[src/rtl/mul_div_execute.sv]
// mul_div_execute: iterative RV32M multiply/divide unit for the execute stage.
// Multiplies by unsigned shift-add and divides by restoring shift-subtract on
// operand magnitudes, then fixes up the sign in a final cycle. Division by
// zero and signed overflow finish on the accepting edge.
module mul_div_execute #(
  parameter int WIDTH           = 32,
  parameter int STEPS_PER_CYCLE = 1
) (
  input  logic             clk,
  input  logic             rst,
  input  logic             start,
  input  logic [2:0]       funct3,
  input  logic [WIDTH-1:0] a,
  input  logic [WIDTH-1:0] b,
  input  logic             flush,
  output logic             ready,
  output logic             busy,
  output logic             done,
  output logic [WIDTH-1:0] result
);

  localparam int ITER = WIDTH / STEPS_PER_CYCLE;
  localparam int CW   = (ITER > 1) ? $clog2(ITER) : 1;
  localparam logic [WIDTH-1:0] MIN_NEG = {1'b1, {(WIDTH-1){1'b0}}};

  typedef enum logic [1:0] {
    S_IDLE = 2'd0,
    S_CALC = 2'd1,
    S_FIX  = 2'd2
  } state_t;

  state_t             state_r;
  logic [CW-1:0]      cnt_r;
  logic [2:0]         op_r;
  logic               neg_a_r;
  logic               neg_b_r;
  logic [WIDTH-1:0]   opnd_r;
  logic [2*WIDTH-1:0] acc_r;

  logic               sign_a_s;
  logic               sign_b_s;
  logic [WIDTH-1:0]   a_abs_s;
  logic [WIDTH-1:0]   b_abs_s;
  logic               special_s;
  logic [WIDTH-1:0]   special_res_s;
  logic [2*WIDTH-1:0] acc_next_s;
  logic [2*WIDTH-1:0] prod_s;
  logic [WIDTH-1:0]   fix_res_s;

  // One multiply step: add multiplicand into the high half if the current
  // multiplier LSB is set, then shift the whole accumulator right by one.
  function automatic logic [2*WIDTH-1:0] mul_step(input logic [2*WIDTH-1:0] x,
                                                  input logic [WIDTH-1:0]   m);
    logic [WIDTH:0] sum;
    sum = {1'b0, x[2*WIDTH-1:WIDTH]} + (x[0] ? {1'b0, m} : {(WIDTH+1){1'b0}});
    return {sum, x[WIDTH-1:1]};
  endfunction

  // One restoring divide step: {remainder, quotient} shifts left, the divisor
  // is subtracted when it fits and the new quotient bit enters at the LSB.
  function automatic logic [2*WIDTH-1:0] div_step(input logic [2*WIDTH-1:0] x,
                                                  input logic [WIDTH-1:0]   d);
    logic [WIDTH:0] t;
    t = {x[2*WIDTH-1:WIDTH], x[WIDTH-1]};
    if (t >= {1'b0, d}) begin
      t = t - {1'b0, d};
      return {t[WIDTH-1:0], x[WIDTH-2:0], 1'b1};
    end else begin
      return {t[WIDTH-1:0], x[WIDTH-2:0], 1'b0};
    end
  endfunction

  // Decode operand signedness, magnitudes and the fast-path special cases.
  always_comb begin
    sign_a_s      = 1'b0;
    sign_b_s      = 1'b0;
    special_s     = 1'b0;
    special_res_s = {WIDTH{1'b0}};
    case (funct3)
      3'b000, 3'b001, 3'b100, 3'b110: begin
        sign_a_s = a[WIDTH-1];
        sign_b_s = b[WIDTH-1];
      end
      3'b010: begin
        sign_a_s = a[WIDTH-1];
        sign_b_s = 1'b0;
      end
      default: begin
        sign_a_s = 1'b0;
        sign_b_s = 1'b0;
      end
    endcase
    a_abs_s = sign_a_s ? (~a + {{(WIDTH-1){1'b0}}, 1'b1}) : a;
    b_abs_s = sign_b_s ? (~b + {{(WIDTH-1){1'b0}}, 1'b1}) : b;
    if (funct3[2] && (b == {WIDTH{1'b0}})) begin
      special_s     = 1'b1;
      special_res_s = funct3[1] ? a : {WIDTH{1'b1}};
    end else if (funct3[2] && !funct3[0] && (a == MIN_NEG) && (b == {WIDTH{1'b1}})) begin
      special_s     = 1'b1;
      special_res_s = funct3[1] ? {WIDTH{1'b0}} : a;
    end else begin
      special_s     = 1'b0;
      special_res_s = {WIDTH{1'b0}};
    end
  end

  // Advance the accumulator by STEPS_PER_CYCLE multiply or divide steps.
  always_comb begin
    acc_next_s = acc_r;
    for (int i = 0; i < STEPS_PER_CYCLE; i++) begin
      if (op_r[2]) begin
        acc_next_s = div_step(acc_next_s, opnd_r);
      end else begin
        acc_next_s = mul_step(acc_next_s, opnd_r);
      end
    end
  end

  // Sign correction and half select for the final result.
  always_comb begin
    prod_s = (neg_a_r ^ neg_b_r) ? (~acc_r + {{(2*WIDTH-1){1'b0}}, 1'b1}) : acc_r;
    if (!op_r[2]) begin
      fix_res_s = (op_r[1:0] == 2'b00) ? prod_s[WIDTH-1:0] : prod_s[2*WIDTH-1:WIDTH];
    end else if (!op_r[1]) begin
      fix_res_s = (neg_a_r ^ neg_b_r) ? (~acc_r[WIDTH-1:0] + {{(WIDTH-1){1'b0}}, 1'b1})
                                      : acc_r[WIDTH-1:0];
    end else begin
      fix_res_s = neg_a_r ? (~acc_r[2*WIDTH-1:WIDTH] + {{(WIDTH-1){1'b0}}, 1'b1})
                          : acc_r[2*WIDTH-1:WIDTH];
    end
  end

  // Control FSM with datapath registers and registered handshake outputs.
  always_ff @(posedge clk or posedge rst) begin
    if (rst) begin
      state_r <= S_IDLE;
      cnt_r   <= {CW{1'b0}};
      op_r    <= 3'b000;
      neg_a_r <= 1'b0;
      neg_b_r <= 1'b0;
      opnd_r  <= {WIDTH{1'b0}};
      acc_r   <= {(2*WIDTH){1'b0}};
      ready   <= 1'b1;
      busy    <= 1'b0;
      done    <= 1'b0;
      result  <= {WIDTH{1'b0}};
    end else begin
      done <= 1'b0;
      if (flush) begin
        state_r <= S_IDLE;
        cnt_r   <= {CW{1'b0}};
        ready   <= 1'b1;
        busy    <= 1'b0;
      end else begin
        case (state_r)
          S_IDLE: begin
            if (start && special_s) begin
              result <= special_res_s;
              done   <= 1'b1;
            end else if (start) begin
              op_r    <= funct3;
              neg_a_r <= sign_a_s;
              neg_b_r <= sign_b_s;
              opnd_r  <= funct3[2] ? b_abs_s : a_abs_s;
              acc_r   <= {{WIDTH{1'b0}}, (funct3[2] ? a_abs_s : b_abs_s)};
              cnt_r   <= CW'(ITER - 1);
              state_r <= S_CALC;
              ready   <= 1'b0;
              busy    <= 1'b1;
            end else begin
              state_r <= S_IDLE;
            end
          end
          S_CALC: begin
            acc_r <= acc_next_s;
            if (cnt_r == {CW{1'b0}}) begin
              state_r <= S_FIX;
            end else begin
              cnt_r <= cnt_r - {{(CW-1){1'b0}}, 1'b1};
            end
          end
          S_FIX: begin
            result  <= fix_res_s;
            done    <= 1'b1;
            state_r <= S_IDLE;
            ready   <= 1'b1;
            busy    <= 1'b0;
          end
          default: begin
            state_r <= S_IDLE;
            ready   <= 1'b1;
            busy    <= 1'b0;
          end
        endcase
      end
    end
  end

endmodule

[config.mk]
export PLATFORM = sky130hd
export DESIGN_NAME = mul_div_execute
export DESIGN_NICKNAME = d
export VERILOG_FILES = /design/src/rtl/mul_div_execute.sv
export SDC_FILE = /design/constraint.sdc
export NUM_CORES = 1
export LEC_CHECK = 0
export CAP_MARGIN = 20
export CORE_ASPECT_RATIO = 0.7
export CORE_MARGIN = 2
export CORE_UTILIZATION = 31
export DETAILED_ROUTE_END_ITERATION = 12
export MAX_ROUTING_LAYER = met4
export PLACE_DENSITY_LB_ADDON = 0.05
export REMOVE_ABC_BUFFERS = 1
export SLEW_MARGIN = 0
export SYNTH_ARGS = -nofsm -noshare
export SYNTH_HDL_FRONTEND = slang
export SYNTH_SLANG_ARGS = --single-unit
[constraint.sdc]
create_clock -name clk -period 5.88 [get_ports clk]
set_clock_uncertainty 0.1 [all_clocks]
set_input_delay 0.588 -clock clk [delete_from_list [all_inputs] [get_ports clk]]
set_output_delay 0.588 -clock clk [all_outputs]
set_load 0.02 [all_outputs]
==> impl_results.md, run 1 <==
- First-pass detailed-route iteration total: 8
- Final Power: 10360 uW
- DRT Wirelength: between 60000 and 70000 microns
- Tightest Pin Transition: ~1.1 ns
- Nets: between 2000 and 2500
- Final Cycle Share: 0.7888
- Routed vias: 15925
- RR Startpoint: acc_r[31]$_DFFE_PP0P_
- Most area-hungry cell type in the Yosys netlist: dfrtp_1
- Flops & latches, synth: approximately 140
- Crit path max-delay cell type: nor4_1
- # diodes: 0
- Clock Latency Late Sink: around 0.46 ns
- Critical Path AT: slightly below 5 ns
- Initial detailed-routing violation count: 1768
- Multiplexer share of the synthesized area: 0.05355
- Critical Path Sink Type: flip-flop
- Global route overflow: 0
- Post-DRT Antenna Nets: 0
- Number of synthesized flops with an enable pin: 0
- Hold Crit Class: flip-flop to flip-flop
- Crit path kind: input port to flip-flop
- Hold Slack: 0.3889 ns
- # resized after CTS: 0
- Area occupied by multi-input gates: ~0.011 sq mm
- Worst-path fanout max: 18
- CP Cell Sequence: clkdlybuf4s50_1, nor4_1, nand4bb_1, or4_4, o21ai_0, a21o_1, nand2_1, a2111oi_0, a211o_1
- Fin crit period: 4.638 ns
- Max Cap Viol: 0
- CTS HTree Levels: 4
- GR Util met1: 0.4034
- Synth Flop Type: dfrtp_1
- Die Y: roughly 190 microns
- Mapped cell area: 0.01540 sq mm
- WL per Instance: between 20 and 25 microns
- DIE AREA: just over 0.05 sq mm
- DPL Wire Length: around 52000 microns
- Asr flop ratio synth: 1.000
- Leakage: 0.007295 uW
- Top Usage Layer GRT: met1
- Final setup viols: 0
- Length in cells of the worst reg-to-reg path: 13
- Clock Tree Buf Depth: 2
- Die W: between 200 and 300 microns
- Row count: 68
- Rel. slew slack: 0.2481
- Ports: ~110
- Sequential standard cell area: around 0.0036 sq mm
- PortBufs: ~110
- Area growth syn-to-layout: 14.98%
- Main combinational cell family by area after synthesis: compound AO/OA/AOI/OAI gates
- Gate Count Post-Synth: between 2000 and 2500
- Register area share after synthesis: 0.2325
- Clock Pin Slew Worst Setup and Hold Paths: 0.07 ns
- RSZ-0062 raised after global routing: false
- Syn avg cell area: between 7 and 8 sq um
- Power Density: 585.0 mW/mm^2
- Max IR drop VDD: 466.0 uV
- Worst hold start: ready$_DFFE_PP1P_
- Initial Util: 0.3131
- GRT Util Overall: 0.2637
- Filler cell count in the final layout: around 5300
- Postcts setup bufs: 0
- Met2 Resource Use GR: 0.3675
- Slowest stage delay, CP: roughly 0.86 ns
- Root Driver: clkbuf_16
- Core Area: about 0.05 sq mm
- CP startpoint kind: input port
- Share of cells above drive strength 1: 0.06005
- Critical Path RT: between 6 and 7 ns
- Post-synth top area share: 0.2308
- Outcome: complete, no violations
- Hold path depth: 2
- Synth unique cells: between 80 and 90
- Adder-cell share of the synthesized area: 0.06029
- TritonCTS clock tree: done
- Worst reg-to-reg setup slack: ~1.3 ns
- Area contributors post-synth: dfrtp_1, xnor2_1, nor2_1
- Worst r2r dst: acc_r[62]$_DFFE_PP0P_
- DR vias/cell: 5.728
- Most frequent cells in the layout: nor2_1, nand2_1, a21oi_1
- Setup TNS: 0 ns
- Initial antenna violation count: 2
- Max-slew violation count: 0
- GR Util met3: 0.03223
- Post-CTS Hold Fix Bufs: 0
- Hold Path End: ready$_DFFE_PP1P_
- Clk sinks: 143
- Hold Violations, Final: 0
- GPL Wtd Cong: approximately 0.94
- Post-route DRC: 0
- Inserted Clock Buffers: 17
- First-pass GRT wire length: 99300 microns
- Commonest non-fill, non-tap cell in the layout: nor2_1
- Largest net degree at the start of global routing: 100
- Vias in the first global route: between 10000 and 15000
- Compound-Gate Fraction of Synth Area: 0.2754
- Warnings, synthesis: 0
- Synth Area in XOR/XNOR: 0.1092
- Fmax: roughly 0.22 GHz
- Simple-gate share of the synthesized area: 0.2110
==> logic make-up after synthesis <==
kind of cell / Yosys count
AOI/OAI and AO/OA: 675
xor gates and xnor gates: 192
adders and majority gates: 73
buffers and inverters: 225
DFF: 143
muxes: 81
and+or+nand+nor: 691
==> metrics by stage <==
stage	std cells	utilization	instance area (sq um)	worst slack, ns
after floorplan	1934	-	14800	0.5916
after global placement	2747	0.3470	17070	0.6748
after detailed placement	2748	0.3476	17090	0.9898
after CTS	2780	0.3600	17700	1.444
after global routing	2780	0.3600	17700	0.9651
final	2780	0.3600	17700	1.242
==> routing by layer <==
layer / share of wire / wire length, microns
met3: 0.062 / 4111
met2: 0.41 / 26920
met4: 0.013 / 834
met1: 0.52 / 34330
met5: 0 / 0
==> cells in the mapped netlist, types with 28 or more instances <==
cell      count
nor2_1      241
nand3_1      28
dfrtp_1     142
nand2_1     212
mux2i_1      70
xnor2_1     110
a31oi_1      33
a21o_1       29
xor2_1       82
ha_1         71
o21ai_0     172
clkbuf_1    110
o21bai_1     32
a21oi_1     177
inv_1        77
nor3_1       53
==> critical path: cells and delay by family <==
family | cells | cell delay, ns
AND/OR/NAND/NOR | 4 | 2.51
AO/OA/AOI/OAI | 4 | 1.29
buffers and inverters | 1 | 0.52
==> worst max path at each step <==
stage                          start  slack, ns                      to
2_1_floorplan                  b[24]       0.59   acc_r[29]$_DFFE_PP0P_
3_3_place_gp                    a[0]       0.67   result[5]$_DFFE_PP0P_
5_1_grt        acc_r[31]$_DFFE_PP0P_       0.97   acc_r[62]$_DFFE_PP0P_
6_report                        b[6]       1.24  result[13]$_DFFE_PP0P_
4_1_cts        acc_r[31]$_DFFE_PP0P_       1.44   acc_r[62]$_DFFE_PP0P_
3_5_place_dp                    b[6]       0.99  result[13]$_DFFE_PP0P_
==> where the power goes <==
| group | internal, uW | switching, uW | leakage, uW | total (uW) |
|---|---|---|---|---|
| Combinational | 2670 | 4450 | 0.00517 | 7120 |
| Clock | 674 | 515 | 0.000292 | 1190 |
| Sequential | 1370 | 674 | 0.00183 | 2040 |
==> cell type report <==
type                    count  share of cell area
flip-flops and latches    143              0.2023
clock buffers              17             0.02403
well taps                 665             0.04700
inverters                  79             0.01703
multi-input cells        1712              0.6187
repair buffers            149             0.08042
clock inverters            15             0.01053
==> registers in the layout, summed over array words and instances (netlist names) <==
name,flops
state_r,2
ready,1
result,32
opnd_r,32
neg_b_r,1
busy,1
neg_a_r,1
cnt_r,5
acc_r,64
done,1
op_r,3
Note: power is estimated with default switching activity, not from simulation.
==> inputs of run 2 (changes only) <==
==> constraint.sdc (replaced) <==
create_clock -name clk -period 4.3 [get_ports clk]
set_clock_uncertainty 0.1 [all_clocks]
set_input_delay 0.43 -clock clk [delete_from_list [all_inputs] [get_ports clk]]
set_output_delay 0.43 -clock clk [all_outputs]
set_load 0.02 [all_outputs]
==> impl_results.md, run 2 (synthesis gave the netlist of run 1 again) <==
- Outcome: complete, no violations
- Core Area: 0.04918 sq mm (unchanged)
- TritonCTS clock tree: done
- Crit path max-delay cell type: o311ai_0
- Area occupied by multi-input gates: 0.01096 sq mm (about the same)
- Power Density: 798.2 mW/mm^2 (+36%)
- Max Cap Viol: 0 (unchanged)
- Critical Path Sink Type: flip-flop
- Biggest registers after layout: acc_r x64, opnd_r x32, result x32
- Initial antenna violation count: 3 (+1)
- Tightest Pin Transition: 1.060 ns (-0.03909 ns)
- Die W: 270.4 microns (unchanged)
- Critical Path AT: 4.15 ns (-0.78 ns)
- Clock Tree Buf Depth: 2 (unchanged)
- Final Power: 14540 uW (+40%)
- Clock Pin Slew Worst Setup and Hold Paths: 0.07 ns (about the same)
- Crit path kind: flip-flop to flip-flop
- Clock Latency Late Sink: 0.47 ns (about the same)
- RSZ-0062 raised after global routing: false
- DIE AREA: 0.05150 sq mm (unchanged)
- Vias in the first global route: 15262 (+2.4%)
- Commonest non-fill, non-tap cell in the layout: nor2_1
- Max IR drop VDD: 270.4 uV (-42%)
- Slowest stage delay, CP: 0.71 ns (-0.15 ns)
- RR Startpoint: acc_r[31]$_DFFE_PP0P_
- DPL Wire Length: 53060 microns (+2.1%)
- Worst-path fanout max: 3 (-15)
- Post-DRT Antenna Nets: 0 (unchanged)
- Critical Path RT: 4.49 ns (-1.68 ns)
- CTS HTree Levels: 4 (unchanged)
- Area growth syn-to-layout: 18.28%
- Critical Path Start: acc_r[31]$_DFFE_PP0P_
- Most frequent cells in the layout: nor2_1, nand2_1, a21oi_1
- Final setup viols: 0 (unchanged)
- DRT Wirelength: 66750 microns (+0.83%)
- Fin crit period: 3.960 ns
- Largest net degree at the start of global routing: 82 (-18%)
- GPL Wtd Cong: 0.9152 (-2.8%)
- Ports: 106 (unchanged)
- Sequential standard cell area: 0.003581 sq mm (unchanged)
- Dpl cells: 2807 (+2.1%)
- Rel. slew slack: 0.2914 (+0.04330)
- Inserted Clock Buffers: 17 (unchanged)
- GRT Util Overall: 0.2683 (+0.004663)
- First-pass detailed-route iteration total: 7 (-1)
- Hold Violations, Final: 0 (unchanged)
- Global route overflow: 0 (unchanged)
- Final std cells w/o fill: 2841 (+2.2%)
- Row count: 68 (unchanged)
- Most flops, register: acc_r
- Initial Util: 0.3131 (unchanged)
- First-pass GRT wire length: 100900 microns (+1.6%)
- Die Y: 190.5 microns (unchanged)
- Post-route DRC: 0 (unchanged)
- CP Cell Sequence: inv_2, ha_1, inv_1, fa_1, a211oi_1, o21ai_0, a211oi_2, o311ai_0, a41oi_1, buf_4, o311ai_0, xor2_1, mux2i_1, o221ai_1
- Hold Slack: 0.3103 ns (-0.07861 ns)
- Clk sinks: 143 (unchanged)
- Root Driver: clkbuf_16
- Largest register FFs: 64 (unchanged)
- Post-CTS Hold Fix Bufs: 0 (unchanged)
- Postcts setup bufs: 0 (unchanged)
- Cell repeated most along the worst path: o311ai_0
- CP startpoint kind: flip-flop
- Worst path top cell family by delay: compound AO/OA/AOI/OAI gates
- PortBufs: 105 (unchanged)
- Hold Crit Class: input port to async pin
- Leakage: 0.007610 uW (+4.3%)
- Max-slew violation count: 0 (unchanged)
- WL per Instance: 23.49 microns (-1.3%)
- Fmax: ~0.25 GHz
- Routed vias: 16080 (+0.97%)
- Nets: 2305 (+2.6%)
- Final Cycle Share: 0.9209
- Buf/Inv on CP: 3 (+2)
- Filler cell count in the final layout: 5245 (-1.2%)
- Initial detailed-routing violation count: 1549 (-12%)
- DR vias/cell: 5.660 (-1.2%)
- Share of cells above drive strength 1: 0.08510 (+0.02505)
-- run 2: repair_timing --
action,in CTS,in global routing
endpoints found under the setup margin,0,2
gates resized for setup,0,2
hold endpoints to repair,0,0
-- run 2: layer usage --
| layer | GRT usage | wire, microns | up-vias |
|---|---|---|---|
| met2 | 0.3690 | 26710 | 552 |
| li1 | - | - | 7674 |
| met3 | 0.05603 | 4846 | 71 |
| met1 | 0.3962 | 33950 | 7783 |
| met5 | - | 0 | - |
| met4 | 0.06014 | 1243 | 0 |
-- run 2: final cells by class --
| cell class | instances | area share |
|---|---|---|
| repair buffers | 208 | 0.1069 |
| flip-flops and latches | 143 | 0.1966 |
| clock buffers | 23 | 0.02624 |
| clock inverters | 9 | 0.006045 |
| diodes | 2 | 0.0002748 |
| inverters | 79 | 0.01656 |
| multi-input cells | 1712 | 0.6017 |
| well taps | 665 | 0.04568 |
-- run 2: final timing paths --
kind,slack [ns],endpoint,depth (start not counted)
min,0.31,result[8]$_DFFE_PP0P_,2
min in group clk,0.38,ready$_DFFE_PP1P_,2
min reg2reg,0.38,ready$_DFFE_PP1P_,2
max reg2reg,0.34,acc_r[56]$_DFFE_PP0P_,14
max in group asynchronous,2.94,acc_r[60]$_DFFE_PP0P_,3
max,0.34,acc_r[56]$_DFFE_PP0P_,14
-- run 2: report_power, final --
group          internal (uW)  switching (uW)  leakage, uW  total, uW
Clock                    901             684     0.000279       1580
Sequential              1880             704      0.00183       2580
Combinational           3950            6420      0.00550      10400
-- run 2: metrics by stage --
step	worst slack [ns]	utilization	cell area [sq um]	setup TNS, ns
6_report	0.3400	0.3704	18210	0
5_1_grt	0.08197	0.3704	18210	0
4_1_cts	0.3692	0.3702	18200	0
3_5_place_dp	0.2755	0.3582	17620	0
3_3_place_gp	0.2249	0.3582	17620	0
2_1_floorplan	-0.8304	-	14800	-30.66
==> inputs of run 3 (changes only) <==
==> constraint.sdc (replaced) <==
create_clock -name clk -period 3.55 [get_ports clk]
set_clock_uncertainty 0.1 [all_clocks]
set_input_delay 0.355 -clock clk [delete_from_list [all_inputs] [get_ports clk]]
set_output_delay 0.355 -clock clk [all_outputs]
set_load 0.02 [all_outputs]
==> impl_results.md, run 3 (synthesis gave the netlist of run 1 again) <==
- GPL Wtd Cong: 0.9637 (+5.3%)
- Critical Path Sink Type: flip-flop
- Max-slew violation count: 0 (unchanged)
- DR vias/cell: 5.527 (-2.3%)
- Dpl ws: -0.5358 ns (-0.8112 ns)
- Initial Util: 0.3131 (unchanged)
- Largest net degree at the start of global routing: 74 (-9.8%)
- Worst reg-to-reg setup slack: 0.07 ns (-0.27 ns)
- Final setup viols: 0 (unchanged)
- TritonCTS clock tree: done
- Tightest Pin Transition: 0.8302 ns (-0.2301 ns)
- Worst-path fanout max: 6 (+3)
- Clk sinks: 143 (unchanged)
- Row count: 68 (unchanged)
- Crit path kind: input port to flip-flop
- Length in cells of the worst reg-to-reg path: 15 (+1)
- Ports: 106 (unchanged)
- Critical Path RT: 3.82 ns (-0.67 ns)
- First-pass detailed-route iteration total: 6 (-1)
- Max IR drop VDD: 427.3 uV (+58%)
- Fmax: roughly 0.29 GHz
- Inserted Clock Buffers: 17 (unchanged)
- GRT Util Overall: 0.2767 (+0.008327)
- Hold Crit Class: input port to async pin
- Final Instance Area: 0.01993 sq mm (+9.4%)
- Critical Path AT: 3.77 ns (-0.38 ns)
- Leakage: 0.008663 uW (+14%)
- Max Cap Viol: 0 (unchanged)
- Clock Pin Slew Worst Setup and Hold Paths: 0.07 ns (about the same)
- Initial detailed-routing violation count: 1605 (+3.6%)
- Final WS setup: 0.05942 ns (-0.2806 ns)
- PortBufs: 105 (unchanged)
- Final Cycle Share: 0.9833
- Area growth syn-to-layout: 29.42%
- Die Y: 190.5 microns (unchanged)
- Root Driver: clkbuf_16
- DIE AREA: 0.05150 sq mm (unchanged)
- Commonest non-fill, non-tap cell in the layout: buf_4
- Final Power: 19040 uW (+31%)
- Outcome: complete, no violations
- Vias in the first global route: 15980 (+4.7%)
- Global route overflow: 0 (unchanged)
- Nets: 2514 (+9.1%)
- WL per Instance: 22.75 microns (-3.2%)
- Filler cell count in the final layout: 5165 (-1.5%)
- Clock Latency Late Sink: 0.46 ns (about the same)
- DPL Wire Length: 56160 microns (+5.9%)
- Worst r2r dst: acc_r[63]$_DFFE_PP0P_
- RR Startpoint: acc_r[0]$_DFFE_PP0P_
- Clock Tree Buf Depth: 2 (unchanged)
- First-pass GRT wire length: 104700 microns (+3.7%)
- Post-DRT Antenna Nets: 0 (unchanged)
- Initial antenna violation count: 0 (-3)
- Hold Violations, Final: 0 (unchanged)
- DRT Wirelength: 69330 microns (+3.9%)
- Post-route DRC: 0 (unchanged)
- Biggest registers after layout: acc_r x64, opnd_r x32, result x32
- Routed vias: 16847 (+4.8%)
- Most flops, register: acc_r
- Die W: 270.4 microns (unchanged)
- Hold Slack: 0.2527 ns (-0.05769 ns)
- CTS HTree Levels: 4 (unchanged)
- Rel. slew slack: 0.4445 (+0.1531)
- Setup TNS: 0 ns (unchanged)
- CP startpoint kind: input port
- Largest register FFs: 64 (unchanged)
- Power Density: 955.4 mW/mm^2 (+20%)
- Fin crit period: ~3.5 ns
- Core Area: 0.04918 sq mm (unchanged)
- Most frequent cells in the layout: buf_4, nor2_1, nand2_1
- RSZ-0062 raised after global routing: true
- Placed cell area: 0.01922 sq mm (+9.1%)
- Share of cells above drive strength 1: 0.1734 (+0.08829)
- Postcts setup bufs: 0 (unchanged)
-- run 3: timing repair --
item | CTS | global route
endpoints found under the hold margin | 0 | 0
resized for setup | 4 | 28
hold buffers | 0 | 0
pin swaps | 0 | 5
endpoints found under the setup margin | 9 | 101
-- run 3: stage by stage --
stage               std cells    util
CTS                      3047  0.4031
global route             3047  0.4052
floorplan                1934       -
finish                   3048  0.4053
detailed placement       3016  0.3909
global placement         3016  0.3909
-- run 3: layer usage --
layer | track usage | part of all wire
met2 | 0.3884 | 0.41
met3 | 0.03463 | 0.058
met4 | 0.03612 | 0.0079
met5 | - | 0
met1 | 0.4260 | 0.53
-- run 3: how the worst max path moves through the flow --
stage	startpoint	to	slack [ns]
after floorplan	b[24]	acc_r[29]$_DFFE_PP0P_	-1.51
after global placement	a[2]	acc_r[31]$_DFFE_PP0P_	-0.62
after detailed placement	a[2]	acc_r[31]$_DFFE_PP0P_	-0.54
after CTS	acc_r[31]$_DFFE_PP0P_	acc_r[62]$_DFFE_PP0P_	0.03
after global routing	acc_r[31]$_DFFE_PP0P_	acc_r[62]$_DFFE_PP0P_	-0.01
final	a[2]	acc_r[31]$_DFFE_PP0P_	0.06
-- run 3: layout make-up --
| cell class | instances | area (sq um) | area share |
|---|---|---|---|
| diodes | 1 | 2.502 | 0.0001256 |
| well taps | 665 | 832.0 | 0.04175 |
| repair buffers | 417 | 3566 | 0.1789 |
| multi-input cells | 1712 | 11060 | 0.5551 |
| clock inverters | 10 | 112.6 | 0.005650 |
| inverters | 79 | 301.5 | 0.01513 |
| clock buffers | 21 | 470.5 | 0.02361 |
| flip-flops and latches | 143 | 3582 | 0.1797 |
-- run 3: critical path: stages --
cell and delay (ns):
clkdlybuf4s50_1 0.44, nor4_2 0.37, buf_4 0.18, nand2_1 0.09
nor3b_1 0.22, buf_4 0.21, nor4b_2 0.53, buf_4 0.23
nand2_1 0.08, buf_4 0.15, o22ai_1 0.28, nand2_1 0.11
o211ai_1 0.26, a22o_1 0.24
-- run 3: power by group --
part | internal, uW | total, uW | switching, uW
Combinational | 5850 | 14200 | 8380
Clock | 1080 | 1880 | 796
Sequential | 2280 | 2930 | 651
